==> config.mk <==
export PLATFORM = sky130hd
export DESIGN_NAME = mux_nin_reg_flat
export DESIGN_NICKNAME = d
export VERILOG_FILES = /design/src/rtl/mux_nin_reg_if.sv /design/src/rtl/mux_nin_reg.sv /design/src/flat_wrapper.sv
export SDC_FILE = /design/constraint.sdc
export NUM_CORES = 1
export LEC_CHECK = 0
export CAP_MARGIN = 20
export CORE_ASPECT_RATIO = 1.1
export CORE_MARGIN = 4
export CORE_UTILIZATION = 25
export DETAILED_ROUTE_END_ITERATION = 10
export PLACE_DENSITY = 0.59
export SYNTH_ARGS = -nofsm -noshare
export SYNTH_HDL_FRONTEND = slang
export SYNTH_SLANG_ARGS = --single-unit
==> constraint.sdc <==
create_clock -name Clk -period 1.48 [get_ports Clk]
set_clock_uncertainty 0.1 [all_clocks]
set_input_delay 0.296 -clock Clk [delete_from_list [all_inputs] [get_ports Clk]]
set_output_delay 0.296 -clock Clk [all_outputs]
set_load 0.01 [all_outputs]
==> src/rtl/mux_nin_reg_if.sv <==
// Handshake bundle for mux_nin_reg: N-input data/valid/ready, select and registered output.
// RrMode exists only when MUX_NIN_REG_RR_EN is defined.
interface mux_nin_reg_if #(
    parameter int WIDTH    = 16,
    parameter int CHANNELS = 2,
    parameter int SELW     = 1
);
    logic [CHANNELS*WIDTH-1:0] In;
    logic [CHANNELS-1:0]       InValid;
    logic [CHANNELS-1:0]       InReady;
    logic [SELW-1:0]           S;
    logic [WIDTH-1:0]          Out;
    logic                      OutValid;
    logic                      OutReady;
    logic [SELW-1:0]           OutChan;
`ifdef MUX_NIN_REG_RR_EN
    logic                      RrMode;
`endif

    modport master (
        output In, InValid, S, OutReady,
`ifdef MUX_NIN_REG_RR_EN
        output RrMode,
`endif
        input  InReady, Out, OutValid, OutChan
    );

    modport slave (
        input  In, InValid, S, OutReady,
`ifdef MUX_NIN_REG_RR_EN
        input  RrMode,
`endif
        output InReady, Out, OutValid, OutChan
    );
endinterface

==> src/rtl/mux_nin_reg.sv <==
// N-input multiplexer into a one-entry zero-bubble output register (fixed select).
// Defining MUX_NIN_REG_RR_EN adds a round-robin mode selected by RrMode.
module mux_nin_reg #(
    parameter int WIDTH    = 16,
    parameter int CHANNELS = 2,
    parameter int SELW     = 1
) (
    input logic          Clk,
    input logic          Rst_n,
    mux_nin_reg_if.slave bus
);

    typedef enum logic {ST_EMPTY = 1'b0, ST_FULL = 1'b1} state_t;

    state_t               state_q, state_d;
    logic [WIDTH-1:0]     data_q, data_d;
    logic [SELW-1:0]      chan_q, chan_d;
    logic [SELW-1:0]      sel;
    logic                 sel_ok;
    logic [WIDTH-1:0]     sel_data;
    logic                 sel_valid;
    logic                 can_accept;
    logic                 in_xfer;
    logic                 out_xfer;
    logic [CHANNELS-1:0]  in_ready;
`ifdef MUX_NIN_REG_RR_EN
    logic [SELW-1:0]      ptr_q, ptr_d;
    int unsigned          idx;
`endif

    // Channel selection; an out-of-range select leaves sel_ok low so nothing is picked.
    always_comb begin
        sel    = bus.S;
        sel_ok = (32'(bus.S) < 32'(CHANNELS));
`ifdef MUX_NIN_REG_RR_EN
        idx = 0;
        if (bus.RrMode) begin
            sel    = '0;
            sel_ok = 1'b0;
            for (int unsigned i = 0; i < 32'(CHANNELS); i++) begin
                idx = 32'(ptr_q) + i;
                if (idx >= 32'(CHANNELS)) idx = idx - 32'(CHANNELS);
                for (int unsigned k = 0; k < 32'(CHANNELS); k++) begin
                    if (!sel_ok && (k == idx) && bus.InValid[k]) begin
                        sel_ok = 1'b1;
                        sel    = SELW'(k);
                    end
                end
            end
        end
`endif
    end

    always_comb begin
        can_accept = (state_q == ST_EMPTY) || bus.OutReady;
        sel_data   = '0;
        sel_valid  = 1'b0;
        in_ready   = '0;
        for (int unsigned k = 0; k < 32'(CHANNELS); k++) begin
            if (sel_ok && (32'(sel) == k)) begin
                sel_data    = bus.In[k*WIDTH +: WIDTH];
                sel_valid   = bus.InValid[k];
                in_ready[k] = can_accept;
            end
        end
        in_xfer  = sel_ok && can_accept && sel_valid;
        out_xfer = (state_q == ST_FULL) && bus.OutReady;
    end

    // A simultaneous load and drain keeps the register FULL with the new word.
    always_comb begin
        state_d = state_q;
        data_d  = data_q;
        chan_d  = chan_q;
        if (in_xfer) begin
            state_d = ST_FULL;
            data_d  = sel_data;
            chan_d  = sel;
        end else if (out_xfer) begin
            state_d = ST_EMPTY;
        end
`ifdef MUX_NIN_REG_RR_EN
        ptr_d = ptr_q;
        if (in_xfer && bus.RrMode) begin
            ptr_d = (32'(sel) == 32'(CHANNELS - 1)) ? '0 : sel + 1'b1;
        end
`endif
    end

    always_ff @(posedge Clk or negedge Rst_n) begin
        if (!Rst_n) begin
            state_q <= ST_EMPTY;
            data_q  <= '0;
            chan_q  <= '0;
`ifdef MUX_NIN_REG_RR_EN
            ptr_q   <= '0;
`endif
        end else begin
            state_q <= state_d;
            data_q  <= data_d;
            chan_q  <= chan_d;
`ifdef MUX_NIN_REG_RR_EN
            ptr_q   <= ptr_d;
`endif
        end
    end

    assign bus.InReady  = in_ready;
    assign bus.Out      = data_q;
    assign bus.OutValid = (state_q == ST_FULL);
    assign bus.OutChan  = chan_q;

endmodule
==> src/flat_wrapper.sv <==
// flat-port wrapper written by rule: the top's interface ports become plain ports
module mux_nin_reg_flat 
#(
    parameter int WIDTH    = 16,
    parameter int CHANNELS = 2,
    parameter int SELW     = 1
)
  (Clk, Rst_n, bus_In, bus_InValid, bus_S, bus_OutReady, bus_InReady, bus_Out, bus_OutValid, bus_OutChan);
  mux_nin_reg_if #(.WIDTH(WIDTH), .CHANNELS(CHANNELS), .SELW(SELW)) bus_i ();
  input logic Clk;
  input logic Rst_n;
  input wire logic [$bits(bus_i.In)-1:0] bus_In;
  input wire logic [$bits(bus_i.InValid)-1:0] bus_InValid;
  input wire logic [$bits(bus_i.S)-1:0] bus_S;
  input wire logic [$bits(bus_i.OutReady)-1:0] bus_OutReady;
  output wire logic [$bits(bus_i.InReady)-1:0] bus_InReady;
  output wire logic [$bits(bus_i.Out)-1:0] bus_Out;
  output wire logic [$bits(bus_i.OutValid)-1:0] bus_OutValid;
  output wire logic [$bits(bus_i.OutChan)-1:0] bus_OutChan;
  assign bus_i.In = bus_In;
  assign bus_i.InValid = bus_InValid;
  assign bus_i.S = bus_S;
  assign bus_i.OutReady = bus_OutReady;
  assign bus_InReady = bus_i.InReady;
  assign bus_Out = bus_i.Out;
  assign bus_OutValid = bus_i.OutValid;
  assign bus_OutChan = bus_i.OutChan;
  mux_nin_reg #(.WIDTH(WIDTH), .CHANNELS(CHANNELS), .SELW(SELW)) u_core (.Clk(Clk), .Rst_n(Rst_n), .bus(bus_i));
endmodule
==> impl_metrics.csv, run 1 <==
group,metric,value,unit
global_route,track_usage,10.22,%
hold_path,hold_class,"input pin to async pin",
route,drt_wl_total,2.576,mm
route,vias,746,
route,drtIter0Drc,20,
setup_path,crit_chain,"clkdlybuf4s50_1, mux2i_4, nor2_8, clkbuf_16, mux2_4",
sta,worstMarginPinSlew,232.9,ps
setup_path,max_stage_delay,530,ps
cts,cts_buffers,3,
placement,placedCellCount,174,
synth,synth_top_cell_area_share,46.21,%
sta,relSlewSlack,84.14,%
floorplanning,die_area,4963,um^2
synth,synthAdderAreaFrac,0,%
setup_path,slowest_stage,"clkdlybuf4s50_1",
placement,portBuffers,57,
route,first_pass_iters,4,
setup_path,r2r-start,"u_core.bus.OutValid",
floorplanning,coreArea,3712,um^2
synth,netlist_area,974.7,um^2
placement,routabilityCongestion,0.6356,
floorplanning,rows,23,
synth,synth_largest_area_cell,"dfrtp_1",
cts,cts_buffer_depth,2,
status,status,"complete, but fails checks",
synth,synthTopCellsByArea,"dfrtp_1, mux2_2, mux2_4",
cells_and_area,drive_above_1_share,38.17,%
synth,synth-simple-area-share,5.135,%
setup_path,crit_fanout,5,
placement,place_area,1617,um^2
synth,synthCells,64,
cts,cts_max_level,1,
cts,cts_root_buffer,"clkbuf_8",
synth,synth_compound_area_share,1.412,%
route,drc,0,
placement,dp_hpwl,1.939,mm
sta,setup_violations,17,
synth,yosysMostFrequentCell,"mux2_2",
route,wl_per_cell,14.23,um
synth,synthesis.nets,102,
setup_path,regToRegSetupSlack,-40,ps
floorplanning,pin_count,58,
floorplanning,start_util,26.26,%
setup_path,rr_worst_depth,5,
global_route,grt_overflow,0,
pwr,total_leakage_power,0.7746,nW
global_route,antenna_found_initial,0,
synth,yosys_register_bits,18,
status,violations,"setup timing",
pwr,irDropWorstVdd,301.7,uV
cells_and_area,syn2layout_area_growth,77.15,%
cells_and_area,diodes,0,
sta,layout_min_cycle_time,1535,ps
synth,seq_area_frac_synth,46.21,%
sta,rsz0062_at_grt,"yes",
global_route,grt_max_degree,19,
global_route,grt_pass1_wl,3.836,mm
synth,syn_area_per_cell,15.23,um^2
cells_and_area,finalNetCount,170,
cells_and_area,final_cell_area,1727,um^2
synth,synth_warnings,0,
synth,synth_xor_area_share,0,%
sta,slew_viol_final,0,
cts,cts_tree,"built",
cts,clk_latency,250,ps
setup_path,cp.arrival,1570,ps
sta,report.final.hold_viol_count,0,
setup_path,crit_required,1510,ps
sta,fmaxAchievable,651.7,MHz
cts,path_clk_slew,70,ps
synth,synthTopCellsByCount,"mux2_2, dfrtp_1, mux2_4, nand2_1, nor2_1",
global_route,grt_pass1_vias,788,
route,vias_per_cell,4.122,
cts,hold_buffers,0,
setup_path,worst-setup-path-type,"input pin to flip-flop",
setup_path,critPathCaptureType,"flip-flop",
synth,synth_top_family_by_area,"multiplexers",
cells_and_area,stdcell_count,181,
synth,yosys_most_used_dff,"dfrtp_1",
setup_path,reg2reg_to,"u_core.bus.Out[11]",
sta,period_share,103.7,%
route,drtAntennaViolNets,0,
synth,synth-async-reset-ratio,100.0,%
synth,synth.area.mux_share,43.13,%
synth,synth_cell_types,15,
pwr,powerDensity,946.0,nW/um^2
setup_path,worstSetupStartpointType,"input pin",
synth,synth_edf_count,0,
floorplanning,dieHeight,73.49,um
floorplanning,die_w,67.54,um
cts,clock-sinks,18,
sta,setup_slack,-54.54,ps
flow_run,cap_violations,0,
-- critical path: cells and delay by family --
kind                   cells  cell delay (ps)
and+or+nand+nor            1              160
buffers and inverters      2              700
muxes                      2              410
-- stage by stage --
step | hold WS (ps) | utilization, % | setup slack (ps) | power, mW | setup TNS, ps
floorplan | -99.59 | - | 19.61 | 0.9212 | 0
global placement | 389.3 | 43.55 | -548.5 | 1.263 | -9694
detailed placement | 394.9 | 43.55 | -578.2 | 1.274 | -9936
CTS | 286.9 | 46.58 | -81.06 | 1.659 | -970.1
global route | 291.2 | 46.51 | -89.84 | 1.734 | -1238
finish | 278.5 | 46.51 | -54.54 | 1.633 | -573.2
-- cells by family after synthesis --
group	count (synthesis)
multiplexers	33
flip-flops	18
AND/OR/NAND/NOR	7
buffers and inverters	4
AO/OA/AOI/OAI	2
-- timing repair --
action | 4_1_cts | 5_1_grt
buffers inserted | 2 | 0
endpoints found under the setup margin | 36 | 18
resized for setup | 39 | 1
cloned | 1 | 0
pin swaps | 1 | 1
-- placed cells by master, fill, tap and decap left out --
cell / netlist / final
buf_4: 0 / 3
buf_12: 1 / 1
dfrtp_1: 18 / 18
nand2_1: 2 / 2
nor2_1: 2 / 2
buf_2: 1 / 2
clkbuf_8: 0 / 4
nor2_8: 1 / 1
clkdlybuf4s50_1: 0 / 35
mux2i_4: 1 / 1
buf_6: 1 / 4
dlygate4sd2_1: 0 / 20
and2b_2: 1 / 1
clkbuf_16: 0 / 1
a21oi_1: 1 / 1
mux2_4: 10 / 16
inv_1: 1 / 1
mux2_2: 22 / 16
o2bb2ai_1: 1 / 1
nand2b_1: 1 / 1
-- per-layer routing --
layer	track usage, %	up-vias	part of all wire, %
met4	2.027	0	0
met2	18.05	35	50
li1	-	357	-
met3	2.752	0	9.0
met5	0	-	0
met1	12.28	354	41
-- layout make-up --
cell class	count	area, um^2
clock buffer	4	55.05
fill	345	1986
timing repair buffer	66	648.1
sequential	18	450.4
inverter	1	3.754
multi-input combinational	42	506.7
tap	50	62.56
-- sequential cells by signal (all words and copies together) (netlist names) --
name / cells
u_core.bus.Out: 16
u_core.bus.OutChan: 1
u_core.bus.OutValid: 1
-- worst max-delay path by stage --
stage,from,to,slack (ps),cells past startpoint
2_1_floorplan,u_core.bus.OutValid,u_core.bus.Out[0],20,4
3_3_place_gp,bus_OutReady,u_core.bus.Out[15],-550,5
3_5_place_dp,bus_OutReady,u_core.bus.Out[7],-580,5
4_1_cts,u_core.bus.OutValid,u_core.bus.Out[13],-80,5
5_1_grt,u_core.bus.OutValid,u_core.bus.Out[11],-90,5
6_report,bus_InValid[0],u_core.bus.Out[11],-50,5
-- power breakdown --
part / internal [mW] / switching, mW / total [mW]
combinational: 0.391 / 0.207 / 0.598
clock: 0.236 / 0.159 / 0.395
sequential: 0.589 / 0.0517 / 0.641
No activity file was read; power rests on OpenSTA's default activity.
==> run 2: changes to the inputs <==
CORE_MARGIN = 5   (was 4)
GPL_TIMING_DRIVEN = 0   (was not set)
==> run 2 against run 1 <==
- the flow still finishes with violations (setup timing)
- clock power up 3%
- register-to-register slack about the same
- cell count down 2.2%
- non-clock buffer count down 4
- combinational power down 3%
- design area down 2.2%
- utilization down 1.0 points
- first-iteration DRC count down 50%
- via count down 0.94%
- critical path type is now flip-flop to flip-flop
- largest cell class unchanged
- global-route usage about the same
- worst setup slack better by 6.9 ps
- flip-flop and latch count unchanged
- highest routed layer is now met4
==> impl_metrics.csv, run 2 (same netlist as run 1, synthesis figures left out) <==
group,metric,value,unit
status,status,"complete, but fails checks",
status,violations,"setup timing",
cts,cts_max_level,1,
setup_path,crit_chain,"and2b_2, buf_12, nor2_8, buf_6, mux2_4",
floorplanning,pin_count,58,
placement,placedCellCount,170,
setup_path,worst-setup-path-type,"flip-flop to flip-flop",
setup_path,cp.arrival,1570,ps
cells_and_area,finalNetCount,166,
sta,report.final.hold_viol_count,0,
flow_run,cap_violations,0,
pwr,powerDensity,965.4,nW/um^2
setup_path,worstSetupStartpointType,"flip-flop",
cells_and_area,regArea,450.4,um^2
setup_path,regToRegSetupSlack,-50,ps
floorplanning,die_area,5249,um^2
setup_path,r2r-start,"u_core.bus.OutValid",
setup_path,crit_family,"flip-flops",
setup_path,reg2reg_to,"u_core.bus.Out[8]",
setup_path,slowest_stage,"dfrtp_1",
cts,clk_latency,250,ps
sta,holdWs,285.0,ps
floorplanning,die_w,69.54,um
cts,hold_buffers,0,
route,drtAntennaViolNets,0,
floorplanning,start_util,26.26,%
placement,portBuffers,56,
hold_path,worstHoldStart,"bus_S",
cts,cts_root_buffer,"clkbuf_8",
setup_path,max_stage_delay,390,ps
setup_path,crit_required,1520,ps
hold_path,min_path_cells,3,
cells_and_area,mostFrequentLayoutCells,"clkdlybuf4s50_1, dlygate4sd2_1, dfrtp_1",
cells_and_area,drive_above_1_share,37.01,%
global_route,grt_pass1_wl,4.174,mm
route,first_pass_iters,2,
pwr,total_leakage_power,0.7530,nW
setup_path,crit_fanout,6,
pwr,irDropWorstVdd,339.1,uV
route,drt_wl_total,2.616,mm
placement,pre_cts_ws,-601.3,ps
cells_and_area,fill_cells,336,
cells_and_area,final_cell_area,1689,um^2
setup_path,critPathCaptureType,"flip-flop",
placement,place_area,1598,um^2
cells_and_area,diodes,0,
placement,routabilityCongestion,0.7361,
cells_and_area,layout_commonest_cell,"clkdlybuf4s50_1",
setup_path,rr_worst_depth,5,
hold_path,min_to,"u_core.bus.OutValid",
route,drc,0,
global_route,grt_max_degree,19,
cts,path_clk_slew,70,ps
route,vias_per_cell,4.175,
hold_path,hold_class,"input pin to flip-flop",
cts,cts_buffers,3,
global_route,grt_overflow,0,
sta,fin_tns_setup,-737.7,ps
floorplanning,coreArea,3712,um^2
global_route,track_usage,10.18,%
floorplanning,dieHeight,75.49,um
cells_and_area,syn2layout_area_growth,73.30,%
sta,worstMarginPinSlew,786.4,ps
sta,setup_slack,-47.68,ps
setup_path,worst-path-buf-inv,2,
cts,cts_buffer_depth,2,
global_route,grt_pass1_vias,856,
cts,cts_tree,"built",
route,vias,739,
sta,relSlewSlack,47.41,%
cells_and_area,stdcell_count,177,
global_route,antenna_found_initial,0,
route,wl_per_cell,14.78,um
sta,rsz0062_at_grt,"yes",
cells_and_area,largest_register_ffs,16,
cells_and_area,multiInputGateArea,506.7,um^2
sta,layout_min_cycle_time,1528,ps
sta,fmaxAchievable,654.6,MHz
sta,period_share,103.2,%
route,drtIter0Drc,10,
placement,dp_hpwl,1.994,mm
sta,slew_viol_final,0,
floorplanning,rows,23,
sta,setup_violations,18,
cts,clock-sinks,18,
[run 2: worst max-delay path by stage]
stage	startpoint	end	slack, ps	cells after the start
after global placement	bus_OutReady	bus_InReady[1]	-580	4
final	u_core.bus.OutValid	u_core.bus.Out[8]	-50	5
after detailed placement	bus_OutReady	bus_InReady[0]	-600	4
after floorplan	u_core.bus.OutValid	u_core.bus.Out[0]	20	4
after CTS	u_core.bus.OutValid	u_core.bus.Out[1]	-150	6
after global routing	u_core.bus.OutValid	u_core.bus.Out[10]	-100	5
[run 2: where the power goes]
part           internal, mW  total (mW)  switching, mW
clock                 0.237       0.408          0.171
combinational         0.381       0.583          0.202
sequential            0.589       0.640         0.0512
[run 2: tightest hold or removal path, cell delays in order]
cell     delay [ps]
buf_6           130
mux2i_4         100
nand2_1          70
[run 2: final cells by class]
cell class / count / share of cell area, %
plain buffers: 2 / 0.9630
flip-flops and latches: 18 / 26.67
multi-input cells: 42 / 30.00
clock buffers: 4 / 3.259
well taps: 50 / 3.704
repair buffers: 60 / 35.19
inverters: 1 / 0.2222
[run 2: per-stage QoR]
step / util, % / power [mW]
after detailed placement: 43.04 / 1.271
final: 45.50 / 1.631
after global routing: 45.50 / 1.720
after floorplan: - / 0.9212
after CTS: 45.40 / 1.642
after global placement: 43.04 / 1.261
[run 2: routing by layer]
layer,wire length (um),GRT usage (%),part of all wire [%],vias up
met2,1306,17.69,50,33
met5,0,0,0,-
met4,33,3.905,1.3,0
met1,1100,11.50,42,351
met3,175,3.958,6.7,4
li1,-,-,-,351
[run 2: timing repair]
action	in CTS	in global routing
hold endpoints to repair	0	0
cloned	1	0
pin swaps	1	1
resized for setup	29	8
setup endpoints to repair	36	18
setup buffers	3	0
==> run 3: changes to the inputs <==
clock period = 1.4 ns   (was 1.48 ns; I/O delays follow)
==> run 3 against run 2 <==
- critical path depth shrank 2
- register-to-register slack is essentially flat
- the run still ends with setup timing left
- worst setup slack lost 59 ps
- clock power grew 5%
- routed wire length shrank 0.80%
- combinational power grew 5.7%
- count of clock-buffer cells in the layout is the same
- power grew 5.5%
- first-iteration DRC count shrank 10%
- global-route usage shrank 0.057 points
- via count grew 2.6%
- design area shrank 0.30%
==> impl_metrics.csv, run 3 (same netlist as run 1, synthesis figures left out) <==
group,metric,value,unit
global_route,busiest_layer,"met2",
placement,routabilityCongestion,0.7361,
hold_path,hold_class,"input pin to flip-flop",
placement,pre_cts_ws,-649.3,ps
cts,cts_buffers,3,
cells_and_area,syn2layout_area_growth,72.79,%
floorplanning,die_w,69.54,um
sta,worstMarginPinSlew,776.0,ps
cts,cts_buffer_depth,2,
cells_and_area,largest_register_ffs,16,
floorplanning,rows,23,
pwr,total_power,1.721,mW
setup_path,crit_fanout,3,
cells_and_area,layout_commonest_cell,"clkdlybuf4s50_1",
sta,setup_slack,-106.7,ps
pwr,irDropWorstVdd,361.2,uV
cts,clk_latency,250,ps
route,drc,0,
cts,path_clk_slew,70,ps
setup_path,cp.arrival,1130,ps
setup_path,r2r-start,"u_core.bus.OutValid",
sta,holdWs,271.8,ps
setup_path,crit_required,1020,ps
pwr,total_leakage_power,0.7525,nW
setup_path,crit_chain,"and2b_2, nor2_1, buf_2",
cts,cts_tree,"built",
pwr,powerDensity,1022,nW/um^2
cts,cts_root_buffer,"clkbuf_8",
setup_path,worstSetupStartpointType,"flip-flop",
cts,clock-sinks,18,
placement,portBuffers,56,
cells_and_area,finalNetCount,165,
global_route,use_met2,17.37,%
global_route,grt_overflow,0,
route,vias_per_cell,4.307,
flow_run,cap_violations,0,
setup_path,rr_worst_depth,4,
floorplanning,pin_count,58,
global_route,antenna_found_initial,0,
hold_path,min_to,"u_core.bus.OutValid",
placement,dp_hpwl,1.994,mm
hold_path,worstHoldStart,"bus_S",
sta,period_share,107.6,%
cells_and_area,mostFrequentLayoutCells,"clkdlybuf4s50_1, dlygate4sd2_1, dfrtp_1",
setup_path,worst-setup-path-type,"flip-flop to output port",
global_route,track_usage,10.13,%
sta,relSlewSlack,48.10,%
sta,layout_min_cycle_time,1507,ps
status,status,"complete, but fails checks",
floorplanning,start_util,26.26,%
cells_and_area,fill_cells,340,
route,wl_per_cell,14.74,um
global_route,grt_pass1_wl,4.153,mm
route,first_pass_iters,3,
route,drtIter0Drc,9,
cts,cts_max_level,1,
global_route,grt_pass1_vias,855,
sta,report.final.hold_viol_count,0,
sta,setup_violations,18,
floorplanning,dieHeight,75.49,um
setup_path,regToRegSetupSlack,-60,ps
setup_path,max_stage_delay,390,ps
status,violations,"setup timing",
sta,slew_viol_final,0,
sta,fmaxAchievable,663.7,MHz
hold_path,min_path_cells,3,
route,vias,758,
cts,hold_buffers,0,
floorplanning,die_area,5249,um^2
global_route,grt.met1_usage,11.58,%
global_route,grt_max_degree,19,
sta,rsz0062_at_grt,"yes",
cells_and_area,drive_above_1_share,36.51,%
cells_and_area,diodes,0,
setup_path,slowest_stage,"dfrtp_1",
global_route,grtUsageMet3,3.562,%
floorplanning,coreArea,3712,um^2
route,drtAntennaViolNets,0,
route,drt_wl_total,2.595,mm
setup_path,reg2reg_to,"u_core.bus.Out[13]",
setup_path,critPathCaptureType,"output port",
run 3: cell types whose count changed in the layout (fill, tap and decap cells not counted), sizes merged:
cell           delta
buf               -1
dlygate4sd2       +2
clkdlybuf4s50     -2
run 3: critical path: cells and delay by family, from the launching register on:
| family | cells | cell delay, ps |
|---|---|---|
| and+or+nand+nor | 2 | 350 |
| DFF | 1 | 390 |
| buffers and inverters | 1 | 140 |
run 3: cell type report:
| class | instances | area [um^2] | area share (%) |
|---|---|---|---|
| Buffer | 3 | 36.28 | 2.155 |
| Timing Repair Buffer | 58 | 569.3 | 33.80 |
| Inverter | 1 | 3.754 | 0.2229 |
| Clock buffer | 4 | 55.05 | 3.269 |
| Tap cell | 50 | 62.56 | 3.715 |
| Multi-Input combinational cell | 42 | 506.7 | 30.09 |
| Sequential cell | 18 | 450.4 | 26.75 |
run 3: power by group:
group	leakage (nW)	internal, mW	switching (mW)
Clock	0.0288	0.250	0.177
Sequential	0.209	0.623	0.0551
Combinational	0.515	0.402	0.214
Total	0.753	1.27	0.446
run 3: repair_timing:
action / in CTS / in global routing
gates resized for setup: 35 / 0
pin swaps: 2 / 2
setup endpoints to repair: 36 / 18
cloned: 0 / 1
setup buffers: 1 / 0
run 3: metrics by stage:
stage	std cells	area, um^2	setup TNS, ps	util [%]
global route	176	1684	-1592	45.37
finish	176	1684	-874.5	45.37
CTS	175	1659	-1166	44.69
floorplan	64	974.7	-603.9	-
detailed placement	170	1598	-9334	43.04
global placement	170	1598	-8767	43.04
run 3: worst max path at each step:
stage / startpoint / endpoint / slack, ps / cells past startpoint
after floorplan: u_core.bus.OutValid / u_core.bus.Out[0] / -60 / 4
after global placement: bus_OutReady / bus_InReady[1] / -630 / 4
after detailed placement: bus_OutReady / bus_InReady[0] / -650 / 4
after CTS: u_core.bus.OutValid / bus_InReady[1] / -140 / 3
after global routing: u_core.bus.OutValid / bus_InReady[1] / -160 / 3
final: u_core.bus.OutValid / bus_InReady[1] / -110 / 3
run 3: layer usage:
metal  share of wire [%]  vias up  routed length [um]
li1                    -      351                   -
met1                  42      365                1081
met2                  50       37                1301
met3                 6.4        5                 166
met4                 1.8        0                  46
met5                   0        -                   0
